### config.mk
export PLATFORM = sky130hd
export DESIGN_NAME = pipe_fwd_scoreboard_flat
export DESIGN_NICKNAME = d
export VERILOG_FILES = /design/src/rtl/pipe_fwd_scoreboard_pkg.sv /design/src/rtl/pipe_fwd_scoreboard_if.sv /design/src/rtl/pipe_fwd_scoreboard_fwd_select.sv /design/src/rtl/pipe_fwd_scoreboard.sv /design/src/flat_wrapper.sv
export SDC_FILE = /design/constraint.sdc
export NUM_CORES = 1
export LEC_CHECK = 0
export CAP_MARGIN = 25
export CORE_UTILIZATION = 36
export CTS_BUF_LIST = sky130_fd_sc_hd__clkbuf_8
export CTS_CLUSTER_DIAMETER = 80
export CTS_CLUSTER_SIZE = 12
export DETAILED_ROUTE_END_ITERATION = 16
export MAX_ROUTING_LAYER = met4
export PLACE_DENSITY = 0.87
export SYNTH_ARGS = -nofsm -noshare
export SYNTH_HDL_FRONTEND = slang
export SYNTH_SLANG_ARGS = --single-unit
### constraint.sdc
create_clock -name clock -period 4.7 [get_ports clock]
set_clock_uncertainty 0.2 [all_clocks]
set_input_delay 0.47 -clock clock [delete_from_list [all_inputs] [get_ports clock]]
set_output_delay 0.47 -clock clock [all_outputs]
set_load 0.01 [all_outputs]
### src/rtl/pipe_fwd_scoreboard_pkg.sv
// Shared types and constants for the forwarding scoreboard.
//   slot_t      : one in-flight destination tag {valid, rd, is_load}
//   FWD_SEL_RF  : select code meaning "use the register-file value"
//   REG_ZERO    : the hard-wired zero register address
// Register addresses are carried at REG_AW_MAX bits internally so the
// slot type can live in a package; narrower REG_AW values are zero-extended.
package pipe_fwd_scoreboard_pkg;

  localparam int unsigned REG_AW_MAX = 8;

  localparam logic [2:0]            FWD_SEL_RF = 3'd0;
  localparam logic [REG_AW_MAX-1:0] REG_ZERO   = '0;

  typedef struct packed {
    logic                  valid;
    logic [REG_AW_MAX-1:0] rd;
    logic                  is_load;
  } slot_t;

endpackage

### src/rtl/pipe_fwd_scoreboard_if.sv
// Bundle of execute/decode-side signals for pipe_fwd_scoreboard.
//   master : pipeline side, drives control/operand inputs, reads results
//   slave  : scoreboard side
// Optional counters stat_fwd_cnt / stat_stall_cnt exist only when the
// FWD_STATS_EN macro is defined.
interface pipe_fwd_scoreboard_if #(
  parameter int unsigned DATA_W     = 32,
  parameter int unsigned REG_AW     = 5,
  parameter int unsigned FWD_STAGES = 2
);
  logic                         advance;
  logic                         flush;
  logic                         ex_wen;
  logic [REG_AW-1:0]            ex_rd;
  logic                         ex_is_load;
  logic [REG_AW-1:0]            ex_rs_a;
  logic [REG_AW-1:0]            ex_rs_b;
  logic [DATA_W-1:0]            ex_a_rf;
  logic [DATA_W-1:0]            ex_b_rf;
  logic [FWD_STAGES*DATA_W-1:0] slot_data;
  logic [REG_AW-1:0]            dec_rs_a;
  logic [REG_AW-1:0]            dec_rs_b;
  logic [DATA_W-1:0]            op_a;
  logic [DATA_W-1:0]            op_b;
  logic [2:0]                   fwd_sel_a;
  logic [2:0]                   fwd_sel_b;
  logic                         load_use_stall;
`ifdef FWD_STATS_EN
  logic [31:0]                  stat_fwd_cnt;
  logic [31:0]                  stat_stall_cnt;
`endif

  modport master (
    output advance, flush, ex_wen, ex_rd, ex_is_load, ex_rs_a, ex_rs_b,
           ex_a_rf, ex_b_rf, slot_data, dec_rs_a, dec_rs_b,
    input  op_a, op_b, fwd_sel_a, fwd_sel_b, load_use_stall
`ifdef FWD_STATS_EN
    , input stat_fwd_cnt, stat_stall_cnt
`endif
  );

  modport slave (
    input  advance, flush, ex_wen, ex_rd, ex_is_load, ex_rs_a, ex_rs_b,
           ex_a_rf, ex_b_rf, slot_data, dec_rs_a, dec_rs_b,
    output op_a, op_b, fwd_sel_a, fwd_sel_b, load_use_stall
`ifdef FWD_STATS_EN
    , output stat_fwd_cnt, stat_stall_cnt
`endif
  );

endinterface

### src/rtl/pipe_fwd_scoreboard_fwd_select.sv
// Combinational priority match of one source register against the slot chain.
//   i_src       : source register (zero-extended)
//   i_rf        : register-file value used when nothing matches
//   i_chain     : slot tags, index k-1 holds slot k
//   i_slot_data : result data, slot k at [k*DATA_W-1 -: DATA_W]
//   o_sel       : 0 = regfile, k = slot k
//   o_data      : selected operand
module fwd_select
  import pipe_fwd_scoreboard_pkg::*;
#(
  parameter int unsigned DATA_W     = 32,
  parameter int unsigned FWD_STAGES = 2,
  parameter int unsigned LOAD_SLOT  = 2
) (
  input  logic [REG_AW_MAX-1:0]        i_src,
  input  logic [DATA_W-1:0]            i_rf,
  input  slot_t [FWD_STAGES-1:0]       i_chain,
  input  logic [FWD_STAGES*DATA_W-1:0] i_slot_data,
  output logic [2:0]                   o_sel,
  output logic [DATA_W-1:0]            o_data
);

  // Walk oldest to youngest so the youngest match is the last assignment.
  always_comb begin
    o_sel  = FWD_SEL_RF;
    o_data = i_rf;
    for (int unsigned k = FWD_STAGES; k >= 1; k--) begin
      if (i_chain[k-1].valid && (i_chain[k-1].rd == i_src) &&
          (i_src != REG_ZERO) &&
          (!i_chain[k-1].is_load || (k >= LOAD_SLOT))) begin
        o_sel  = 3'(k);
        o_data = i_slot_data[(k-1)*DATA_W +: DATA_W];
      end
    end
  end

endmodule

### src/rtl/pipe_fwd_scoreboard.sv
// Parametrised bypass / load-use hazard unit. Keeps a shadow chain of
// in-flight destination tags (one slot per post-execute stage), selects
// forwarded execute operands and raises load_use_stall for decode.
//   clock : rising-edge clock
//   reset : synchronous, active-low
//   bus   : pipe_fwd_scoreboard_if.slave (execute/decode signals, results)
// Optional feature macro: FWD_STATS_EN adds saturating forward/stall counters.
module pipe_fwd_scoreboard
  import pipe_fwd_scoreboard_pkg::*;
#(
  parameter int unsigned DATA_W     = 32,
  parameter int unsigned REG_AW     = 5,
  parameter int unsigned FWD_STAGES = 2,
  parameter int unsigned LOAD_SLOT  = 2
) (
  input  logic                 clock,
  input  logic                 reset,
  pipe_fwd_scoreboard_if.slave bus
);

  slot_t [FWD_STAGES-1:0] r_chain;

  logic [REG_AW_MAX-1:0] w_ex_rd;
  logic [REG_AW_MAX-1:0] w_ex_rs_a;
  logic [REG_AW_MAX-1:0] w_ex_rs_b;
  logic [REG_AW_MAX-1:0] w_dec_a;
  logic [REG_AW_MAX-1:0] w_dec_b;
  logic                  w_stall;
  logic [2:0]            w_sel_a;
  logic [2:0]            w_sel_b;

  assign w_ex_rd   = REG_AW_MAX'(bus.ex_rd);
  assign w_ex_rs_a = REG_AW_MAX'(bus.ex_rs_a);
  assign w_ex_rs_b = REG_AW_MAX'(bus.ex_rs_b);
  assign w_dec_a   = REG_AW_MAX'(bus.dec_rs_a);
  assign w_dec_b   = REG_AW_MAX'(bus.dec_rs_b);

  // A load is hazardous until it reaches LOAD_SLOT; the stall looks one
  // stage ahead because the dependent will be in execute next cycle.
  always_comb begin
    w_stall = 1'b0;
    if ((LOAD_SLOT > 1) && bus.ex_wen && bus.ex_is_load && !bus.flush &&
        (w_ex_rd != REG_ZERO) && ((w_ex_rd == w_dec_a) || (w_ex_rd == w_dec_b)))
      w_stall = 1'b1;
    for (int unsigned k = 1; k <= FWD_STAGES; k++) begin
      if ((k + 1 < LOAD_SLOT) && r_chain[k-1].valid && r_chain[k-1].is_load &&
          (r_chain[k-1].rd != REG_ZERO) &&
          ((r_chain[k-1].rd == w_dec_a) || (r_chain[k-1].rd == w_dec_b)))
        w_stall = 1'b1;
    end
  end

  assign bus.load_use_stall = w_stall;

  always_ff @(posedge clock) begin
    if (!reset) begin
      r_chain <= '0;
    end else if (bus.advance) begin
      r_chain[0].valid   <= bus.ex_wen && !bus.flush && !w_stall && (w_ex_rd != REG_ZERO);
      r_chain[0].rd      <= w_ex_rd;
      r_chain[0].is_load <= bus.ex_is_load;
      for (int unsigned k = 1; k < FWD_STAGES; k++)
        r_chain[k] <= r_chain[k-1];
    end
  end

  fwd_select #(.DATA_W(DATA_W), .FWD_STAGES(FWD_STAGES), .LOAD_SLOT(LOAD_SLOT)) u_sel_a (
    .i_src       (w_ex_rs_a),
    .i_rf        (bus.ex_a_rf),
    .i_chain     (r_chain),
    .i_slot_data (bus.slot_data),
    .o_sel       (w_sel_a),
    .o_data      (bus.op_a)
  );

  fwd_select #(.DATA_W(DATA_W), .FWD_STAGES(FWD_STAGES), .LOAD_SLOT(LOAD_SLOT)) u_sel_b (
    .i_src       (w_ex_rs_b),
    .i_rf        (bus.ex_b_rf),
    .i_chain     (r_chain),
    .i_slot_data (bus.slot_data),
    .o_sel       (w_sel_b),
    .o_data      (bus.op_b)
  );

  assign bus.fwd_sel_a = w_sel_a;
  assign bus.fwd_sel_b = w_sel_b;

`ifdef FWD_STATS_EN
  logic [31:0] r_fwd_cnt;
  logic [31:0] r_stall_cnt;

  always_ff @(posedge clock) begin
    if (!reset) begin
      r_fwd_cnt   <= '0;
      r_stall_cnt <= '0;
    end else begin
      if (bus.advance && ((w_sel_a != FWD_SEL_RF) || (w_sel_b != FWD_SEL_RF)) &&
          (r_fwd_cnt != '1))
        r_fwd_cnt <= r_fwd_cnt + 32'd1;
      if (w_stall && (r_stall_cnt != '1))
        r_stall_cnt <= r_stall_cnt + 32'd1;
    end
  end

  assign bus.stat_fwd_cnt   = r_fwd_cnt;
  assign bus.stat_stall_cnt = r_stall_cnt;
`endif

endmodule
### src/flat_wrapper.sv
// flat-port wrapper written by rule: the top's interface ports become plain ports
module pipe_fwd_scoreboard_flat import pipe_fwd_scoreboard_pkg::*;
#(
  parameter int unsigned DATA_W     = 32,
  parameter int unsigned REG_AW     = 5,
  parameter int unsigned FWD_STAGES = 2,
  parameter int unsigned LOAD_SLOT  = 2
)
  (clock, reset, bus_advance, bus_flush, bus_ex_wen, bus_ex_rd, bus_ex_is_load, bus_ex_rs_a, bus_ex_rs_b, bus_ex_a_rf, bus_ex_b_rf, bus_slot_data, bus_dec_rs_a, bus_dec_rs_b, bus_op_a, bus_op_b, bus_fwd_sel_a, bus_fwd_sel_b, bus_load_use_stall);
  pipe_fwd_scoreboard_if #(.DATA_W(DATA_W), .REG_AW(REG_AW), .FWD_STAGES(FWD_STAGES)) bus_i ();
  input  logic clock;
  input  logic reset;
  input wire logic [$bits(bus_i.advance)-1:0] bus_advance;
  input wire logic [$bits(bus_i.flush)-1:0] bus_flush;
  input wire logic [$bits(bus_i.ex_wen)-1:0] bus_ex_wen;
  input wire logic [$bits(bus_i.ex_rd)-1:0] bus_ex_rd;
  input wire logic [$bits(bus_i.ex_is_load)-1:0] bus_ex_is_load;
  input wire logic [$bits(bus_i.ex_rs_a)-1:0] bus_ex_rs_a;
  input wire logic [$bits(bus_i.ex_rs_b)-1:0] bus_ex_rs_b;
  input wire logic [$bits(bus_i.ex_a_rf)-1:0] bus_ex_a_rf;
  input wire logic [$bits(bus_i.ex_b_rf)-1:0] bus_ex_b_rf;
  input wire logic [$bits(bus_i.slot_data)-1:0] bus_slot_data;
  input wire logic [$bits(bus_i.dec_rs_a)-1:0] bus_dec_rs_a;
  input wire logic [$bits(bus_i.dec_rs_b)-1:0] bus_dec_rs_b;
  output wire logic [$bits(bus_i.op_a)-1:0] bus_op_a;
  output wire logic [$bits(bus_i.op_b)-1:0] bus_op_b;
  output wire logic [$bits(bus_i.fwd_sel_a)-1:0] bus_fwd_sel_a;
  output wire logic [$bits(bus_i.fwd_sel_b)-1:0] bus_fwd_sel_b;
  output wire logic [$bits(bus_i.load_use_stall)-1:0] bus_load_use_stall;
  assign bus_i.advance = bus_advance;
  assign bus_i.flush = bus_flush;
  assign bus_i.ex_wen = bus_ex_wen;
  assign bus_i.ex_rd = bus_ex_rd;
  assign bus_i.ex_is_load = bus_ex_is_load;
  assign bus_i.ex_rs_a = bus_ex_rs_a;
  assign bus_i.ex_rs_b = bus_ex_rs_b;
  assign bus_i.ex_a_rf = bus_ex_a_rf;
  assign bus_i.ex_b_rf = bus_ex_b_rf;
  assign bus_i.slot_data = bus_slot_data;
  assign bus_i.dec_rs_a = bus_dec_rs_a;
  assign bus_i.dec_rs_b = bus_dec_rs_b;
  assign bus_op_a = bus_i.op_a;
  assign bus_op_b = bus_i.op_b;
  assign bus_fwd_sel_a = bus_i.fwd_sel_a;
  assign bus_fwd_sel_b = bus_i.fwd_sel_b;
  assign bus_load_use_stall = bus_i.load_use_stall;
  pipe_fwd_scoreboard #(.DATA_W(DATA_W), .REG_AW(REG_AW), .FWD_STAGES(FWD_STAGES), .LOAD_SLOT(LOAD_SLOT)) u_core (.clock(clock), .reset(reset), .bus(bus_i));
endmodule
Word-level counts from Yosys, hierarchy flattened
Index checks and enable logic that the tools add are counted.
{"block": "totals", "register_bits": 13, "input_bits": 159, "word_cells": 44, "out_inout_bits": 71}
{"block": "classes", "eq_ne": 6, "muxes": 9, "n_reduce_logical": 24}
{"operator": "32-bit 2-to-1 mux", "n": 4}
{"operator": "5-bit equality test", "n": 6}
{"operator": "8-bit nonzero test", "n": 3}
{"operator": "1-bit logical AND", "n": 17}
{"operator": "2-bit 2-to-1 mux", "n": 4}
{"operator": "1-bit logical NOT", "n": 3}
{"operator": "1-bit logical OR", "n": 1}
{"operator": "1-bit 2-to-1 mux", "n": 1}

Logic depth before layout (Yosys ltp)
Gate-level depths: netlist of run 1.
{"block": "depth", "ltp_word": 8, "depth_mapped": 6, "ltp_nobuf": 5}

By module
Synthesis of run 1 repeated with hierarchy kept, for this count alone.
{"block": "hier_totals", "hier_cells": 344, "area_unflattened_um2": 2578.7}
{"module": "fwd_select", "cells_each": 139, "n_inst": 2, "seq_area_each_um2": 0.0, "area_per_inst_um2": 952.2}
{"module": "pipe_fwd_scoreboard", "cells_each": 66, "n_inst": 1, "seq_area_each_um2": 280.3, "area_per_inst_um2": 674.4}

Worst setup path before layout of run 1
No wires, ideal clock.
{"block": "synth_path", "path_type": "input port to output port", "startpoint": "in bus_ex_rs_b[3]", "endpoint": "out bus_fwd_sel_b[1]", "slack_ns": 2.185, "cell_stages": 6, "arrival_ns": 1.845, "required_time_ns": 4.030, "n_path_buf": 1, "path_cell_list": "or4_4 o211ai_2 or2_1 buf_2 inv_2 nor3_1"}
{"block": "synth_via", "elab_chain_cells": 5, "elab_cells_between_ends": 10, "cone_classes": "2 x eq/ne; 2 x mux; 6 x reduce/logical"}
{"element": "start, declared", "line": "flat_wrapper.sv:19", "source": "input wire logic [$bits(bus_i.ex_rs_b)-1:0] bus_ex_rs_b;"}
{"element": "5-bit equality test", "line": "pipe_fwd_scoreboard_fwd_select.sv:28", "source": "if (i_chain[k-1].valid && (i_chain[k-1].rd == i_src) &&"}
{"element": "1-bit logical AND (2 in series)", "line": "pipe_fwd_scoreboard_fwd_select.sv:28"}
{"element": "2-bit 2-to-1 mux or 1-bit logical AND (tied branches)", "line": "pipe_fwd_scoreboard_fwd_select.sv:28, pipe_fwd_scoreboard_fwd_select.sv:29"}
{"element": "2-bit 2-to-1 mux *", "line": "pipe_fwd_scoreboard_fwd_select.sv:28"}
{"element": "end, declared", "line": "flat_wrapper.sv:28", "source": "output wire logic [$bits(bus_i.fwd_sel_b)-1:0] bus_fwd_sel_b;"}
Mark *: on every way between the ends. The rest lies on a longest branch, timed or not.

Final worst setup path of run 1
Ends and elaborated chain as after synthesis.

==> key figures, run 1 <==
Min path
  • Number of instances on the worst hold path: 2
  • Hold Path Sink: u_core.r_chain[0]$_SDFFE_PN0P_
  • Min-delay src: u_core.r_chain[0]$_SDFFE_PN0P_
  • Worst hold path type: reg2reg

Timing
  • Unrepaired setup endpoints after global routing: false
  • Total Negative Setup Slacks: 0 ns
  • Portion of the clock cycle consumed by the worst path in the final layout: between 80 and 90%
  • Worst slew pin tran: 0.764 ns
  • Worst slew slack as a fraction of its limit: 48.9%
  • Setup Viol. Count Final: 0
  • Max Slew Vio Count: 0
  • Final period demand of the worst path: 3.90 ns
  • FMAX: 256 MHz
  • Final number of hold-violating endpoints: 0

CTS
  • Number of gates resized after cts: 0
  • Setup Buffers After CTS: 0
  • Hold Buf Count CTS: 0
  • Num CTS Buffers: 3
  • H-tree depth reported by CTS: 1
  • Clock sink count: 13
  • TritonCTS clock tree: yes
  • CTS clock-pin slew for the worst setup and hold paths: 0.05 ns
  • CTS root buffer: clkbuf_8
  • Source-to-sink clock delay at the later pin of the worst-skew pair: 0.24 ns
  • Longest Clk Path Bufs: 2

Floorplanning
  • X dimension of the die: 89.1 um
  • Overall die area: 0.00794 mm^2
  • I/O pin count: 230
  • Vertical extent of the die: 89.1 um
  • Initial core utilization: 37.4%
  • Row Count: 31
  • Core Area: 0.00729 mm^2

Routing
  • 1st-iter DRT viols: 313
  • Via count: roughly 4.2k
  • DR pass1 iterations: 5
  • Antenna-violating nets left: 0
  • Routed WL per cell: 18.0 um
  • Final routed DRC violation total: 0
  • Mean number of vias per cell: 5.75
  • Total wirelength of the detailed-routed design: 13,200 um

Cells and area
  • Layout Nets: 793
  • Ratio of cells with drive above 1 in the final layout: under 10%
  • Area of all sequential standard cells: ~260 um^2
  • Final non-filler cell area: a little over 0.005 mm^2
  • Largest register by flop count: u_core.r_chain
  • Area growth, synth to finish: 84.2%
  • Fillcell total: 634
  • Area of the multi-input gates: about 0.0021 mm^2
  • Most common library cell in the layout ignoring fill and taps: clkdlybuf4s50_1
  • Antenna diode count: 0
  • Final non-filler cell total: between 700 and 800
  • Largest regs: u_core.r_chain: 13 flops
  • Highest-count cells in the layout ignoring fill and taps: 227 x clkdlybuf4s50_1, 65 x nor3_1, 64 x a31oi_1
  • Largest register FFs: 13

Setup path
  • R2r worst-path depth: 2
  • Kind of end point of the critical path: output port
  • Slack of the worst reg-to-reg path: 3.72 ns
  • Critical path data arrival time: between 3 and 4 ns
  • Worst setup path start: bus_ex_rs_b[3]
  • Crit Reg-Reg Startpoint: u_core.r_chain[9]$_SDFFE_PN0P_
  • Critical path fanouts, max: 23
  • Worst setup path category: in2out
  • Data required time at the worst endpoint: roughly 4 ns
  • Type of origin of the critical path: input pin
  • Crit Reg-Reg Endpoint: u_core.r_chain[9]$_SDFFE_PN0P_

Placement
  • Placement Cell Area: 0.00498 mm^2
  • Routability-driven placement congestion ratio: 0.980
  • Number of buffers inserted by port buffering: 227
  • Detailed Place HPWL: about 10000 um
  • Total instance count after detailed placement: 728

Global routing
  • Global-route wire length before repair: 19,700 um
  • Maximum number of pins on one net before global-route repair: 66
  • GRT Residual Overflow: 0
  • Vias in the first global route: 4,025
  • Initial antenna violation count: 0
  • Total global-route track usage: around a third

Power
  • Power Density: ~120 mW/mm^2
  • Max IR drop VDD: 138 uV
  • Leak: 0.00169 uW

Yosys
  • Yosys warns: 0
  • Count of unique library cells instantiated by Yosys: 31
  • Cells after synthesis: 439
  • Avg Cell Area, Syn: 6.22 um^2
  • Post-synthesis instance area: ~0.0027 mm^2
  • Register bit total from synthesis: 13
  • Sequential cell area fraction in the yosys report: a little under a tenth

Run status
  • Run status: complete, no violations

Job
  • Number of maximum-capacitance violations: 0
==> power by group <==
part	internal (uW)	total, uW	switching (uW)
Sequential	115	122	6.96
Combinational	216	367	151
Clock	57.6	95.9	38.3
Total	389	585	197
==> logic make-up after synthesis <==
group / synth area share [%]
AND/OR/NAND/NOR: 32.8
AO/OA/AOI/OAI: 29.3
buffers and inverters: 14.2
XOR/XNOR: 9.62
flip-flops: 9.53
multiplexers: 4.40
other: 0.137
==> critical path, cell delays in order <==
cell	delay (ns)
clkdlybuf4s50_1	0.48
or4_4	0.59
o211ai_2	0.18
or2_1	0.35
buf_4	0.35
inv_2	0.06
nor3_1	0.18
clkdlybuf4s50_1	0.56
==> cell usage after synthesis <==
master    number  area (um^2)
buf_4         13         97.6
conb_1         1         3.75
or4_1          1         7.51
a21oi_1        1         5.00
nor3_1        65          325
nor2_1         1         3.75
a31oi_1       64          400
inv_1         32          120
o21ai_1       53          265
nor2b_1       15         93.8
nand3_1       34          170
and4_1         1         8.76
or2_1          2         12.5
clkbuf_1      26         97.6
o21ai_0       12         60.1
a32o_1         1         10.0
inv_2          2         7.51
nand2_1        1         3.75
nor4_1         2         12.5
or3_1         32          200
mux2i_1       12          120
o211a_1        1         10.0
buf_2         12         60.1
nor3_2         1         10.0
o211ai_2       4         50.1
buf_1          1         3.75
dfxtp_1       13          260
xor2_1         8         70.1
or4_4          2         22.5
xnor2_1       22          193
nand4_1        4         25.0
==> cell type report <==
cell class	instances	area share, %
clock buffer	3	0.821
clock inverter	1	0.0746
sequential	13	5.17
inverter	34	2.54
tap	99	2.46
multi-input combinational	341	41.7
timing repair buffer	241	47.3
==> per-layer routing <==
layer	vias to the layer above	GRT usage [%]	part of all wire, %
met5	-	-	0
met4	0	12.7	2.8
met3	38	5.08	9.3
li1	1994	-	-
met1	1929	37.4	39
met2	249	56.3	49
==> how the worst max path moves through the flow <==
stage	to	slack, ns
after floorplan	bus_fwd_sel_b[1]	2.19
after global placement	bus_fwd_sel_b[1]	0.86
after detailed placement	bus_fwd_sel_b[1]	0.82
after CTS	bus_fwd_sel_b[1]	0.81
after global routing	bus_fwd_sel_b[1]	0.63
final	bus_fwd_sel_b[1]	0.80
==> through the flow <==
step	utilization, %	setup slack, ns	hold slack [ns]	power [uW]
after floorplan	-	2.19	0.283	256
after global placement	68.4	0.858	0.305	481
after detailed placement	68.4	0.824	0.327	487
after CTS	69.0	0.811	0.360	584
after global routing	69.0	0.626	0.377	615
final	69.0	0.798	0.352	585
No activity file was read; power rests on OpenSTA's default activity.
==> run 2, diff against run 1 <==
--- a/config.mk
+++ b/config.mk
@@ -6,13 +6,13 @@
 export NUM_CORES = 1
 export LEC_CHECK = 0
 export CAP_MARGIN = 25
-export CORE_UTILIZATION = 36
+export CORE_UTILIZATION = 34
 export CTS_BUF_LIST = sky130_fd_sc_hd__clkbuf_8
 export CTS_CLUSTER_DIAMETER = 80
 export CTS_CLUSTER_SIZE = 12
 export DETAILED_ROUTE_END_ITERATION = 16
 export MAX_ROUTING_LAYER = met4
-export PLACE_DENSITY = 0.87
+export PLACE_DENSITY = 0.83
 export SYNTH_ARGS = -nofsm -noshare
 export SYNTH_HDL_FRONTEND = slang
 export SYNTH_SLANG_ARGS = --single-unit
==> constraint.sdc (replaced) <==
create_clock -name clock -period 3.94 [get_ports clock]
set_clock_uncertainty 0.2 [all_clocks]
set_input_delay 0.394 -clock clock [delete_from_list [all_inputs] [get_ports clock]]
set_output_delay 0.394 -clock clock [all_outputs]
set_load 0.01 [all_outputs]
==> run 2 against run 1 <==
Net effect:
- non-clock buffer count grew 5
- final cell count grew 1.1%
- total power grew 20%
- sequential power grew 20%
- die area grew 5.7%
- wire length shrank 2.5%
- utilization shrank 3.0 points
- clock-buffer cell count is the same
- critical path depth shrank 1
- register-to-register slack lost 0.75 ns
- combinational power grew 20%
- largest power group unchanged
==> key figures, run 2 (synthesis results as in run 1) <==
Power
  • Leak: 0.00173 uW (was 0.00169 uW)
  • Clk pwr share: 16.4% (about the same)
  • Switching component of the power: 235 uW (was 197 uW)
  • Comb power frac: 62.8% (was 62.7%)
  • Max IR drop VDD: 221 uV (was 138 uV)
  • Power Density: 138 mW/mm^2 (was 116 mW/mm^2)
  • Cell-internal power: 467 uW (was 389 uW)
  • Portion of total power attributed to sequential cells: 20.8% (was 20.9%)
  • Switching part of the total: 33.5% (was 33.6%)
  • Final Total Pwr: 702 uW (was 585 uW)

Placement
  • Detailed Place HPWL: 10,100 um (was 9910 um)
  • Setup slack at placement: 0.472 ns (was 0.824 ns)
  • Routability-driven placement congestion ratio: 0.925 (was 0.980)
  • Placement Cell Area: 0.00505 mm^2 (was 0.00498 mm^2)
  • Number of buffers inserted by port buffering: 227 (unchanged)

Global routing
  • Total global-route track usage: 29.9% (was 32.5%)
  • Initial antenna violation count: 0 (unchanged)
  • GRT Residual Overflow: 0 (unchanged)
  • Maximum number of pins on one net before global-route repair: 66 (unchanged)
  • Vias in the first global route: 3,770 (was 4,025)
  • Global-route wire length before repair: 19,800 um (was 19,700 um)

Routing
  • Via count: 4,104 (was 4,210)
  • Final routed DRC violation total: 0 (unchanged)
  • 1st-iter DRT viols: 220 (was 313)
  • Routed WL per cell: 17.4 um (was 18.0 um)
  • Mean number of vias per cell: 5.55 (was 5.75)
  • Total wirelength of the detailed-routed design: 12,900 um (was 13,200 um)
  • DR pass1 iterations: 5 (unchanged)
  • Antenna-violating nets left: 0 (unchanged)

Floorplanning
  • Core Area: 0.00773 mm^2 (was 0.00729 mm^2)
  • Initial core utilization: 35.3% (was 37.4%)
  • I/O pin count: 230 (unchanged)
  • X dimension of the die: 91.6 um (was 89.1 um)
  • Row Count: 32 (was 31)
  • Overall die area: 0.00839 mm^2 (was 0.00794 mm^2)
  • Vertical extent of the die: 91.6 um (was 89.1 um)

Timing
  • Worst slew slack as a fraction of its limit: 48.5% (was 48.9%)
  • Final period demand of the worst path: 3.49 ns
  • Max Slew Vio Count: 0 (unchanged)
  • Hold Slack: 0.333 ns (was 0.352 ns)
  • Final number of hold-violating endpoints: 0 (unchanged)
  • Setup Viol. Count Final: 0 (unchanged)
  • Total Negative Setup Slacks: 0 ns (unchanged)
  • Worst slew pin tran: 0.769 ns (was 0.764 ns)
  • Portion of the clock cycle consumed by the worst path in the final layout: 88.5%
  • Unrepaired setup endpoints after global routing: false (unchanged)
  • Final worst setup slack: 0.452 ns (was 0.798 ns)
  • FMAX: roughly 290 MHz

Cells and area
  • Largest regs: u_core.r_chain: 13 flops (unchanged)
  • Antenna diode count: 0 (unchanged)
  • Most common library cell in the layout ignoring fill and taps: clkdlybuf4s50_1 (unchanged)
  • Area growth, synth to finish: 86.7% (was 84.2%)
  • Largest register FFs: 13 (unchanged)
  • Highest-count cells in the layout ignoring fill and taps: 227 x clkdlybuf4s50_1, 65 x nor3_1, 64 x a31oi_1 (unchanged)
  • Ratio of cells with drive above 1 in the final layout: 4.86% (was 4.11%)
  • Final non-filler cell area: 0.00510 mm^2 (was 0.00503 mm^2)
  • Largest register by flop count: u_core.r_chain (unchanged)
  • Layout Nets: 798 (was 793)

Job
  • Number of maximum-capacitance violations: 0 (unchanged)

CTS
  • Num CTS Buffers: 3 (unchanged)
  • H-tree depth reported by CTS: 1 (unchanged)
  • CTS root buffer: clkbuf_8 (unchanged)
  • CTS clock-pin slew for the worst setup and hold paths: 0.05 ns (about the same)
  • Longest Clk Path Bufs: 2 (unchanged)
  • Hold Buf Count CTS: 0 (unchanged)
  • Source-to-sink clock delay at the later pin of the worst-skew pair: 0.24 ns (about the same)
  • Number of gates resized after cts: 0 (unchanged)
  • Setup Buffers After CTS: 0 (unchanged)
  • Clock sink count: 13 (unchanged)
  • TritonCTS clock tree: yes (unchanged)

Run status
  • Run status: complete, no violations (unchanged)

Min path
  • Worst hold path type: reg2reg (unchanged)

Setup path
  • Critical path fanouts, max: 65 (was 23)
  • Kind of end point of the critical path: output port (unchanged)
  • Delay of the slowest critical-path stage: 0.59 ns (about the same)
  • CP max-delay cell: or4_4 (unchanged)
  • Cell repeated most along the worst path: clkdlybuf4s50_1 (unchanged)
  • Type of origin of the critical path: input pin (unchanged)
  • Cell-by-cell listing of the critical path: clkdlybuf4s50_1 -> or4_4 -> o211ai_4 -> buf_12 -> o21ai_0 -> a31oi_1 -> clkdlybuf4s50_1 (was clkdlybuf4s50_1 -> or4_4 -> o211ai_2 -> or2_1 -> buf_4 -> inv_2 -> nor3_1 -> clkdlybuf4s50_1)
  • Data required time at the worst endpoint: 3.35 ns (was 4.03 ns)
  • Critical path data arrival time: 2.89 ns (was 3.23 ns)
  • Worst setup path category: in2out (unchanged)
run 2: per-layer routing:
metal  up-vias  share of wire (%)  track usage, %
li1       2017                  -               -
met1      1837                 41            38.1
met2       226                 50            50.7
met3        24                7.8            2.74
met4         0                2.1            7.67
met5         -                  0               -
run 2: worst paths after layout:
path / start / to / slack [ns] / cells after the start
min reg2reg: u_core.r_chain[0]$_SDFFE_PN0P_ / u_core.r_chain[0]$_SDFFE_PN0P_ / 0.33 / 2
max reg2reg: u_core.r_chain[9]$_SDFFE_PN0P_ / u_core.r_chain[9]$_SDFFE_PN0P_ / 2.97 / 2
min: u_core.r_chain[0]$_SDFFE_PN0P_ / u_core.r_chain[0]$_SDFFE_PN0P_ / 0.33 / 2
max: bus_ex_rs_b[3] / bus_op_b[2] / 0.45 / 7
run 2: power by group through the flow:
stage | registers (uW) | logic, uW | clock network, uW
after floorplan | 146 | 159 | 0
after global placement | 148 | 434 | 0
after detailed placement | 149 | 437 | 0
after CTS | 146 | 439 | 116
after global routing | 146 | 468 | 124
final | 146 | 441 | 115
run 2: critical path, delay by kind of cell:
kind,cells,cell delay [ns]
compound gates,3,0.59
buf+inv,3,1.30
simple gates,1,0.59
run 2: cell type report:
type / instances / area, um^2
clock inverter: 1 / 3.75
sequential: 13 / 260
timing repair buffer: 246 / 2440
inverter: 34 / 128
multi-input combinational: 341 / 2100
tap: 102 / 128
clock buffer: 3 / 41.3
fill: 666 / 2630
run 2: through the flow:
| step | std cells | utilization (%) |
|---|---|---|
| 6_report | 740 | 65.9 |
| 5_1_grt | 740 | 65.9 |
| 4_1_cts | 740 | 65.9 |
| 3_5_place_dp | 736 | 65.4 |
| 3_3_place_gp | 736 | 65.4 |
| 2_1_floorplan | 440 | - |
==> run 3, diff against run 2 <==
--- a/config.mk
+++ b/config.mk
@@ -13,6 +13,7 @@
 export DETAILED_ROUTE_END_ITERATION = 16
 export MAX_ROUTING_LAYER = met4
 export PLACE_DENSITY = 0.83
+export REMOVE_ABC_BUFFERS = 1
 export SYNTH_ARGS = -nofsm -noshare
 export SYNTH_HDL_FRONTEND = slang
 export SYNTH_SLANG_ARGS = --single-unit
==> run 3 against run 2 <==
Net effect:
- via count is 5.0% higher
- critical path depth unchanged
- wire length grew 6.2%
- worst setup slack worse by 0.11 ns
- sequential share of layout area hardly changed
- global-route usage up 1.8 points
- hold slack better by 0.014 ns
- cell area barely moved
- fmax fell by 2.9%
- clock power barely moved
- non-clock buffer count up 3
- sequential power about the same
- largest cell class unchanged
- largest power group unchanged
==> key figures, run 3 (synthesis results as in run 1) <==
Power
  • Leak: 0.00172 uW (was 0.00173 uW)
  • Clk pwr share: 16.7% (was 16.4%)
  • Portion of total power attributed to sequential cells: 20.6% (was 20.8%)
  • Cell-internal power: 467 uW (about the same)
  • Switching component of the power: 238 uW (was 235 uW)
  • Comb power frac: 62.7% (was 62.8%)
  • Power Density: 138 mW/mm^2 (about the same)
  • Switching part of the total: 33.8% (was 33.5%)
  • Max IR drop VDD: 175 uV (was 221 uV)

Cells and area
  • Highest-count cells in the layout ignoring fill and taps: 227 x clkdlybuf4s50_1, 65 x nor3_1, 64 x a31oi_1 (unchanged)
  • Largest register by flop count: u_core.r_chain (unchanged)
  • Largest register FFs: 13 (unchanged)
  • Antenna diode count: 0 (unchanged)
  • Largest regs: u_core.r_chain: 13 flops (unchanged)
  • Ratio of cells with drive above 1 in the final layout: 5.46% (was 4.86%)
  • Area growth, synth to finish: 86.6% (was 86.7%)
  • Layout Nets: 801 (was 798)
  • Most common library cell in the layout ignoring fill and taps: clkdlybuf4s50_1 (unchanged)
  • Fillcell total: 658 (was 666)

Floorplanning
  • X dimension of the die: 91.6 um (unchanged)
  • Row Count: 32 (unchanged)
  • Core Area: 0.00773 mm^2 (unchanged)
  • I/O pin count: 230 (unchanged)
  • Vertical extent of the die: 91.6 um (unchanged)
  • Overall die area: 0.00839 mm^2 (unchanged)
  • Initial core utilization: 35.3% (unchanged)

CTS
  • CTS root buffer: clkbuf_8 (unchanged)
  • Num CTS Buffers: 3 (unchanged)
  • Hold Buf Count CTS: 0 (unchanged)
  • CTS clock-pin slew for the worst setup and hold paths: 0.06 ns (was 0.05 ns)
  • TritonCTS clock tree: yes (unchanged)
  • H-tree depth reported by CTS: 1 (unchanged)
  • Number of gates resized after cts: 0 (unchanged)
  • Clock sink count: 13 (unchanged)
  • Setup Buffers After CTS: 0 (unchanged)
  • Longest Clk Path Bufs: 2 (unchanged)
  • Source-to-sink clock delay at the later pin of the worst-skew pair: 0.24 ns (about the same)

Routing
  • Antenna-violating nets left: 0 (unchanged)
  • Mean number of vias per cell: 5.80 (was 5.55)
  • Via count: 4,309 (was 4,104)
  • DR pass1 iterations: 5 (unchanged)
  • Routed WL per cell: 18.4 um (was 17.4 um)
  • 1st-iter DRT viols: 328 (was 220)
  • Total wirelength of the detailed-routed design: 13,700 um (was 12,900 um)
  • Final routed DRC violation total: 0 (unchanged)

Timing
  • Total Negative Setup Slacks: 0 ns (unchanged)
  • Final worst setup slack: 0.347 ns (was 0.452 ns)
  • FMAX: 278 MHz (was 287 MHz)
  • Final period demand of the worst path: 3.59 ns (was 3.49 ns)
  • Portion of the clock cycle consumed by the worst path in the final layout: 91.2% (was 88.5%)
  • Worst slew pin tran: 0.761 ns (was 0.769 ns)
  • Final number of hold-violating endpoints: 0 (unchanged)
  • Max Slew Vio Count: 0 (unchanged)
  • Worst slew slack as a fraction of its limit: 49.1% (was 48.5%)
  • Setup Viol. Count Final: 0 (unchanged)
  • Unrepaired setup endpoints after global routing: false (unchanged)

Setup path
  • Critical path data arrival time: 3.00 ns (was 2.89 ns)
  • Type of origin of the critical path: input pin (unchanged)
  • R2r worst-path depth: 2 (unchanged)
  • Crit Reg-Reg Endpoint: u_core.r_chain[9]$_SDFFE_PN0P_ (unchanged)
  • Slack of the worst reg-to-reg path: 2.96 ns (was 2.97 ns)
  • Critical path fanouts, max: 18 (was 65)
  • Worst setup path start: bus_ex_rs_a[0] (was bus_ex_rs_b[3])
  • Crit Reg-Reg Startpoint: u_core.r_chain[9]$_SDFFE_PN0P_ (unchanged)
  • Kind of end point of the critical path: output port (unchanged)
  • Worst setup path category: in2out (unchanged)
  • Data required time at the worst endpoint: 3.35 ns (about the same)

Global routing
  • Total global-route track usage: 31.7% (was 29.9%)
  • Maximum number of pins on one net before global-route repair: 50 (was 66)
  • Global-route wire length before repair: 21,000 um (was 19,800 um)
  • Vias in the first global route: 4,179 (was 3,770)
  • Initial antenna violation count: 0 (unchanged)
  • GRT Residual Overflow: 0 (unchanged)

Run status
  • Run status: complete, no violations (unchanged)

Min path
  • Hold Path Sink: u_core.r_chain[0]$_SDFFE_PN0P_ (unchanged)
  • Min-delay src: u_core.r_chain[0]$_SDFFE_PN0P_ (unchanged)
  • Number of instances on the worst hold path: 2 (unchanged)
  • Worst hold path type: reg2reg (unchanged)

Job
  • Number of maximum-capacitance violations: 0 (unchanged)

Placement
  • Number of buffers inserted by port buffering: 227 (unchanged)
  • Setup slack at placement: 0.362 ns (was 0.472 ns)
  • Detailed Place HPWL: 10,300 um (was 10,100 um)
  • Routability-driven placement congestion ratio: 1.00 (was 0.925)
## run 3: cell count changes in the layout (fill, tap and decap cells not counted)
cell	before	now
clkinv_2	0	1
buf_4	17	22
buf_12	2	0
inv_1	33	32
## run 3: per-stage QoR
step           hold WS, ns  power (uW)  area [um^2]  util (%)  std cells
3_3_place_gp         0.304         579         5050      65.3        739
3_5_place_dp         0.342         585         5050      65.3        739
4_1_cts              0.355         705         5090      65.9        743
2_1_floorplan        0.283         285         2470         -        388
5_1_grt              0.390         739         5090      65.9        743
6_report             0.347         705         5090      65.9        743
## run 3: per-layer routing
metal / routed length [um] / track usage (%)
met1: 5420 / 38.5
met2: 6500 / 52.9
met3: 1200 / 3.81
met4: 552 / 13.6
met5: 0 / -
## run 3: power by group through the flow
| stage | Clock, uW | Combinational [uW] | Sequential [uW] |
|---|---|---|---|
| CTS | 121 | 439 | 145 |
| global route | 126 | 467 | 146 |
| floorplan | 0 | 139 | 146 |
| detailed placement | 0 | 437 | 148 |
| finish | 118 | 442 | 145 |
| global placement | 0 | 432 | 147 |
## run 3: cell type report
cell class / instances / area (um^2) / share of cell area (%)
Tap cell: 102 / 128 / 2.50
Clock buffer: 3 / 41.3 / 0.810
Inverter: 34 / 128 / 2.50
Timing Repair Buffer: 249 / 2440 / 47.8
Clock inverter: 1 / 5.00 / 0.0982
Sequential cell: 13 / 260 / 5.11
Multi-Input combinational cell: 341 / 2100 / 41.1
## run 3: worst max-delay path, cell delays in order
cell and delay, ns:
clkdlybuf4s50_1 0.53, xnor2_1 0.27, o211a_1 0.53, buf_4 0.36, nand3_1 0.10, a31oi_1 0.23
clkdlybuf4s50_1 0.58
## run 3: how the worst max path moves through the flow
stage	endpoint	slack [ns]	cells past startpoint
3_3_place_gp	bus_op_a[21]	0.39	7
5_1_grt	bus_op_b[8]	0.24	7
6_report	bus_op_a[3]	0.35	7
2_1_floorplan	bus_fwd_sel_b[1]	0.53	5
3_5_place_dp	bus_op_a[21]	0.36	7
4_1_cts	bus_op_a[21]	0.36	7
